**config.mk**
```make
export PLATFORM = sky130hd
export DESIGN_NAME = fifo_rd_stream
export DESIGN_NICKNAME = d
export VERILOG_FILES = /design/src/rtl/frs_pkg.sv /design/src/rtl/frs_skidq.sv /design/src/rtl/fifo_rd_stream.sv
export SDC_FILE = /design/constraint.sdc
export NUM_CORES = 1
export LEC_CHECK = 0
export BUFFER_PORTS_ARGS = -buffer_cell sky130_fd_sc_hd__buf_2
export CORE_UTILIZATION = 46
export CTS_BUF_LIST = sky130_fd_sc_hd__clkbuf_8 sky130_fd_sc_hd__clkbuf_16
export DETAILED_ROUTE_END_ITERATION = 7
export GPL_ROUTABILITY_DRIVEN = 0
export GPL_TIMING_DRIVEN = 0
export PLACE_DENSITY_LB_ADDON = 0.1
export RECOVER_POWER = 100
export SLEW_MARGIN = 10
export SYNTH_ARGS = -nofsm -noshare
export SYNTH_HDL_FRONTEND = slang
export SYNTH_HIERARCHICAL = 1
export SYNTH_SLANG_ARGS = --single-unit
export TNS_END_PERCENT = 5
```
**constraint.sdc**
```tcl
create_clock -name rd_clk -period 2.5 [get_ports rd_clk]
set_input_delay 0.125 -clock rd_clk [delete_from_list [all_inputs] [get_ports rd_clk]]
set_output_delay 0.125 -clock rd_clk [all_outputs]
set_load 0.01 [all_outputs]
```
**src/rtl/frs_pkg.sv**
```systemverilog
// Shared types and constants for the FIFO read-side stream adapter.
package frs_pkg;

    localparam int FRS_DEPTH = 3;
    localparam int FRS_CW    = 2;

    typedef logic [FRS_CW-1:0] frs_credit_t;

    function automatic frs_credit_t frs_wrap_inc(frs_credit_t idx);
        return (idx == frs_credit_t'(FRS_DEPTH - 1)) ? '0 : idx + frs_credit_t'(1);
    endfunction

endpackage

```
**src/rtl/frs_skidq.sv**
```systemverilog
// Three-entry register queue holding words returned by the FIFO.
module frs_skidq
    import frs_pkg::*;
#(
    parameter int DW = 16
) (
    input  logic          clk,
    input  logic          rst,
    input  logic          push,
    input  logic [DW-1:0] push_data,
    input  logic          pop,
    input  logic          clear,
    output logic [DW-1:0] head_data,
    output frs_credit_t   level
);

    logic [DW-1:0] mem_q [FRS_DEPTH];
    frs_credit_t   hd_q, hd_d;
    frs_credit_t   tl_q, tl_d;
    frs_credit_t   lvl_q, lvl_d;

    always_comb begin
        hd_d  = hd_q;
        tl_d  = tl_q;
        lvl_d = lvl_q;
        if (clear) begin
            hd_d  = '0;
            tl_d  = '0;
            lvl_d = '0;
        end else begin
            if (push) tl_d = frs_wrap_inc(tl_q);
            if (pop)  hd_d = frs_wrap_inc(hd_q);
            case ({push, pop})
                2'b10:   lvl_d = lvl_q + frs_credit_t'(1);
                2'b01:   lvl_d = lvl_q - frs_credit_t'(1);
                default: lvl_d = lvl_q;
            endcase
        end
    end

    always_ff @(posedge clk or posedge rst) begin
        if (rst) begin
            mem_q <= '{default: '0};
            hd_q  <= '0;
            tl_q  <= '0;
            lvl_q <= '0;
        end else begin
            hd_q  <= hd_d;
            tl_q  <= tl_d;
            lvl_q <= lvl_d;
            if (push && !clear) mem_q[tl_q] <= push_data;
        end
    end

    assign head_data = mem_q[hd_q];
    assign level     = lvl_q;

endmodule

```
**src/rtl/fifo_rd_stream.sv**
```systemverilog
// Drains a one-cycle-latency FIFO read port into a valid/ready stream,
// issuing reads against credits so out_ready never reaches fifo_rd_en.
module fifo_rd_stream
    import frs_pkg::*;
#(
    parameter int DW = 16
) (
    input  logic          rd_clk,
    input  logic          rd_rst,
    input  logic          fifo_empty,
    output logic          fifo_rd_en,
    input  logic [DW-1:0] fifo_rd_data,
    input  logic          flush,
    output logic          out_valid,
    input  logic          out_ready,
    output logic [DW-1:0] out_data,
    output logic [1:0]    level
);

    frs_credit_t credit_q, credit_d;
    frs_credit_t lvl;
    logic        inflight_q;
    logic        push, pop;

    // Reset also gates the strobe so no FIFO word is popped into a held-reset pipe.
    assign fifo_rd_en = !rd_rst && !fifo_empty && !flush
                        && (credit_q < frs_credit_t'(FRS_DEPTH));

    assign out_valid = (lvl != '0);
    assign pop       = out_valid && out_ready && !flush;
    assign push      = inflight_q && !flush;

    always_comb begin
        credit_d = credit_q;
        if (flush) begin
            credit_d = '0;
        end else begin
            case ({fifo_rd_en, pop})
                2'b10:   credit_d = credit_q + frs_credit_t'(1);
                2'b01:   credit_d = credit_q - frs_credit_t'(1);
                default: credit_d = credit_q;
            endcase
        end
    end

    always_ff @(posedge rd_clk or posedge rd_rst) begin
        if (rd_rst) begin
            credit_q   <= '0;
            inflight_q <= 1'b0;
        end else begin
            credit_q   <= credit_d;
            inflight_q <= fifo_rd_en;
        end
    end

    frs_skidq #(.DW(DW)) u_q (
        .clk       (rd_clk),
        .rst       (rd_rst),
        .push      (push),
        .push_data (fifo_rd_data),
        .pop       (pop),
        .clear     (flush),
        .head_data (out_data),
        .level     (lvl)
    );

    assign level = lvl;

endmodule

```
==> results of run 1 <==
## kinds of logic after synthesis
| group | Yosys count | synth area share, % |
|---|---|---|
| mux | 68 | 30.6 |
| flops | 57 | 51.1 |
| buf+inv | 13 | 4.21 |
| compound gates | 24 | 4.70 |
| xor+xnor | 2 | 0.627 |
| simple gates | 42 | 8.82 |
## power groups by stage
stage / sequential [mW] / clock (mW) / combinational, mW
global route: 1.06 / 0.821 / 0.373
global placement: 1.07 / 0 / 0.354
floorplan: 1.06 / 0 / 0.240
CTS: 1.06 / 0.774 / 0.368
detailed placement: 1.07 / 0 / 0.363
finish: 1.06 / 0.743 / 0.336
## worst max path at each step
stage                                to  slack [ps]  depth (start not counted)
after floorplan            u_q/mem_q[0]         960                          6
after global placement    u_q/mem_q[25]         210                          2
after detailed placement   u_q/mem_q[9]         720                          6
after CTS                  out_data[12]         510                          7
after global routing       out_data[12]         220                          7
final                      out_data[12]         370                          7
## metrics by stage
step / hold WS [ps] / instances / utilization (%)
floorplan: -121 / 206 / -
global placement: 28.9 / 321 / 52.5
detailed placement: 40.0 / 322 / 52.8
CTS: 22.5 / 337 / 56.0
global route: 27.3 / 337 / 54.1
finish: 44.7 / 337 / 54.1
## sequential cells by signal, indices dropped and copies added, names as in the netlist
register / count
credit_q: 2
inflight_q: 1
u_q/hd_q: 2
u_q/level: 2
u_q/mem_q: 48
u_q/tl_q: 2
## layout make-up
cell class / instances / area [µm²]
clock inverter: 1 / 3.75
clock buffer: 12 / 165
fill: 548 / 2700
inverter: 2 / 7.51
tap: 75 / 93.8
timing repair buffer: 43 / 204
sequential: 57 / 1430
buffer: 11 / 86.3
multi-input combinational: 136 / 1200
## layer usage
| layer | vias to the layer above | track usage (%) |
|---|---|---|
| li1 | 833 | - |
| met1 | 886 | 24.1 |
| met2 | 33 | 29.9 |
| met3 | 2 | 6.86 |
| met4 | 0 | 4.82 |
| met5 | - | 0 |
## repair_timing
| item | in CTS | in global routing |
|---|---|---|
| hold endpoints to repair | 31 | 0 |
| hold buffers | 2 | 0 |
| endpoints found under the setup margin | 0 | 0 |
## Yosys cell counts (2+ instances only)
cell	number	area, µm²
buf_12	3	60.1
buf_2	4	20.0
buf_4	2	15.0
dfrtp_1	57	1430
inv_1	2	7.51
mux2_2	19	214
mux2_4	30	450
mux2i_1	19	190
nand2_1	17	63.8
nor2_1	8	30.0
nor2b_1	2	12.5
nor3_1	3	15.0
nor3_4	2	32.5
nor3b_1	2	15.0
o21ai_0	18	90.1
==> results.yml, run 1 <==
pwr:
  power.internal_mw: 1.60
  seqPwrFrac_pct: 49.4
  p_clk_share_pct: 34.8
  finalPower_mw: 2.13
  p_per_area_nw_per_um2: 670
  vdd_drop_max_uv: 398
  power.leakage_nw: 1.47
  p_sw_uw: 535
  power_frac_comb_pct: 15.8
  netSwitchingFraction_pct: 25.1
sta:
  finalSetupTns_ps: 0
  layout_setup_ws_ps: 372
  fin_crit_ps: 2130
  setup_viol: 0
  finClkSkew_ps: 6.12
  hold_viol_final: 0
  grt_setup_unrepaired: "no"
  relSlewSlack_pct: 29.6
  maxSlewViolCount: 0
  fmax_ghz: 0.470
  finalCritPeriodShare_pct: 85.1
  worstMarginPinSlew_ps: 1060
cts:
  cts_setup_buffers: 0
  clk_path_buf_depth: 2
  clk_pin_slew_worst_paths_ps: 60
  cts_tree: "done"
  numCtsBuffers: 9
  clock-sinks: 57
  cts_resized: 0
  clock-root-buffer: "clkbuf_8"
  htreeDepth: 3
  clock_latency_ps: 320
outcome:
  status: "completed"
final_layout:
  final_cell_mix: "57 x dfrtp_1, 26 x buf_2, 22 x mux2_4, 20 x o21ai_0, 20 x clkbuf_1"
  layout_commonest_cell: "dfrtp_1"
  n_antenna_cell: 0
  post-route-cell-area_um2: 3190
  area_delta_synth_final_pct: 14.1
  drive_above_1_share_pct: 34.4
  nNetsFinal: 281
synthesis:
  synth_seq_cells: 57
  ys.flop_type: "dfrtp_1"
  synthesis.nets: 227
  ys_warn_count: 6
  async_reset_ff_share_pct: 100
  synth_edf_count: 0
  seq_area_frac_synth_pct: 51.1
  synth.avg_cell_area_um2: 13.6
  ys_types: 33
  syn_inst: 206
  syn_area_um2: 2790
critical_path:
  cp_max_fo: 10
  start_kind: "flip-flop"
  worst_ep_required_time_ps: 2380
  r2r-start: "inflight_q"
  reg2regPathDepth: 6
  cp_slowest_cell: "dfrtp_1"
  rrSetupSlack_ps: 370
  crit_start: "u_q/hd_q[1]"
  path_delay_family: "buffers and inverters"
  crit_chain: "buf_2 -> nor2b_1 -> clkbuf_1 -> buf_2 -> nand2_1 -> o21ai_0 -> clkbuf_1"
  crit_type: "flip-flop to output pin"
  setup.worst_path.end_class: "output pin"
  critPathArrivalTime_ps: 2000
  r2r_end: "u_q/mem_q[34]"
  crit_buf_inv: 4
  max_stage_delay_ps: 350
grt:
  grt_max_degree: 29
  grt_usage_pct: 18.8
  antenna_found_initial: 0
  grt_pass1_vias: 1765
  grt_first_pass_wirelength_um: 8690
  grt_overflow: 0
floorplanning:
  initial_core_util_pct: 47.5
  die-width_um: 79.9
  die_area_um2: 6390
  coreArea_um2: 5890
  rows: 28
  die_h_um: 79.9
  io_pins: 41
detailed_routing:
  drt_pre_antenna_iters: 4
  dr_total_vias: 1754
  antenna_left: 0
  highest_layer: "met4"
  post_drt_via_cell_ratio: 5.20
  wl_per_cell_um: 15.7
  drc: 0
  wl_met3_um: 204
  drt_wl_total_um: 5280
  route.met2.wl_um: 2460
  drtIter0Drc: 62
  m1WireLength_um: 2590
hold_path:
  holdPathEnd: "credit_q[0]"
  hold_start: "flush"
  hold_class: "input pin to flip-flop"
  hold_depth: 2
placement:
  post-place-ws_ps: 719
  dpl_cell_area_um2: 3110
  portBuffers: 40
  hpwl_um: 3460
job:
  max_cap_violations: 0
Note: power is estimated with default switching activity, not from simulation.
==> run 2: changes to the inputs <==
==> constraint.sdc (replaced) <==
create_clock -name rd_clk -period 1.9 [get_ports rd_clk]
set_input_delay 0.095 -clock rd_clk [delete_from_list [all_inputs] [get_ports rd_clk]]
set_output_delay 0.095 -clock rd_clk [all_outputs]
set_load 0.01 [all_outputs]
==> results.yml, run 2 (synthesis gave the netlist of run 1 again) <==
cts:
  htreeDepth: 3
  clk_path_buf_depth: 2
  clk_pin_slew_worst_paths_ps: 60
  clock-root-buffer: "clkbuf_8"
  clock-sinks: 57
  clock_latency_ps: 320
  numCtsBuffers: 9
  cts_setup_buffers: 0
  cts_tree: "done"
critical_path:
  crit_buf_inv: 3
  critical_path_depth: 5
  r2r_end: "u_q/mem_q[34]"
  reg2regPathDepth: 6
  crit_start: "u_q/hd_q[1]"
  crit_type: "flip-flop to output pin"
  path_delay_family: "buffers and inverters"
  critPathArrivalTime_ps: 1710
  crit_chain: "buf_2 -> buf_4 -> mux2i_1 -> o21ai_0 -> buf_2"
  setup.worst_path.end_class: "output pin"
  crit_top_cell: "buf_2"
  rrSetupSlack_ps: 120
  crit_path_end: "out_data[4]"
  max_stage_delay_ps: 310
  r2r-start: "inflight_q"
  cp_slowest_cell: "dfrtp_1"
  worst_ep_required_time_ps: 1800
  start_kind: "flip-flop"
  cp_max_fo: 10
final_layout:
  fill_cells: 528
  final_cell_mix: "57 x dfrtp_1, 29 x buf_2, 22 x mux2_4"
  top_register: "u_q/mem_q"
  final_util_pct: 55.3
  n_antenna_cell: 0
  drive_above_1_share_pct: 39.3
  final_cells: 337
  layout_commonest_cell: "dfrtp_1"
  nNetsFinal: 281
  largest_register_ffs: 48
  post-route-cell-area_um2: 3250
  area_delta_synth_final_pct: 16.5
grt:
  grt_usage_pct: 18.7
  grt_pass1_vias: 1759
  grt_first_pass_wirelength_um: 8670
  antenna_found_initial: 0
  grt_overflow: 0
  grt_max_degree: 29
floorplanning:
  rows: 28
  die-width_um: 79.9
  die_area_um2: 6390
  coreArea_um2: 5890
  initial_core_util_pct: 47.5
  die_h_um: 79.9
  io_pins: 41
outcome:
  status: "completed"
detailed_routing:
  drc: 0
  drt_pre_antenna_iters: 4
  dr_total_vias: 1754
  drt_wl_total_um: 5270
  drtIter0Drc: 61
  post_drt_via_cell_ratio: 5.20
  wl_per_cell_um: 15.6
  antenna_left: 0
pwr:
  power.leakage_nw: 1.51
  vdd_drop_max_uv: 523
  p_per_area_nw_per_um2: 871
  power.internal_mw: 2.13
  p_clk_share_pct: 34.5
  p_sw_uw: 707
  power_frac_comb_pct: 16.5
  seqPwrFrac_pct: 49.0
  finalPower_mw: 2.83
  netSwitchingFraction_pct: 25.0
sta:
  fin_crit_ps: 1810
  holdWs_ps: 15.0
  finalSetupTns_ps: 0
  grt_setup_unrepaired: "no"
  worstMarginPinSlew_ps: 1100
  finClkSkew_ps: 6.30
  hold_viol_final: 0
  relSlewSlack_pct: 26.3
  fmax_ghz: 0.554
  setup_viol: 0
  maxSlewViolCount: 0
  layout_setup_ws_ps: 93.8
  finalCritPeriodShare_pct: 95.1
hold_path:
  hold_start: "fifo_rd_data[10]"
  hold_class: "input pin to flip-flop"
placement:
  hpwl_um: 3460
  dp.cells: 322
  dpl_cell_area_um2: 3110
  portBuffers: 40
  post-place-ws_ps: 119
job:
  max_cap_violations: 0
==> run 2: final cells by class <==
type,count,area [µm²],area share (%)
sequential,57,1430,43.8
multi-input combinational,136,1220,37.4
timing repair buffer,44,243,7.46
clock buffer,12,165,5.07
buffer,10,98.8,3.04
tap,75,93.8,2.88
inverter,2,7.51,0.231
clock inverter,1,3.75,0.115
==> run 2: how the worst min path moves through the flow <==
stage                          endpoint  slack, ps  cells past startpoint
final                     u_q/mem_q[26]         10                      2
after global routing      u_q/mem_q[23]          5                      2
after global placement       inflight_q         -1                      2
after floorplan             credit_q[0]       -150                      1
after CTS                 u_q/mem_q[26]         10                      2
after detailed placement     inflight_q         10                      2
==> run 2: timing repair <==
action / in CTS / in global routing
endpoints found under the hold margin: 33 / 0
gates resized for setup: 0 / 1
setup endpoints to repair: 10 / 8
gates cloned: 0 / 0
hold buffers: 3 / 0
==> run 2: power groups by stage <==
stage / Clock (mW) / Sequential (mW) / Combinational, mW
finish: 0.978 / 1.39 / 0.467
global route: 1.08 / 1.40 / 0.514
CTS: 1.02 / 1.39 / 0.485
detailed placement: 0 / 1.41 / 0.478
global placement: 0 / 1.41 / 0.466
floorplan: 0 / 1.39 / 0.315
==> run 2: per-layer routing <==
layer	share of wire (%)	vias up	global-route usage (%)	wire, µm
li1	-	831	-	-
met1	49	886	24.4	2580
met2	47	35	29.4	2450
met3	4.1	2	6.86	217
met4	0.28	0	4.82	15
met5	0	-	0	0
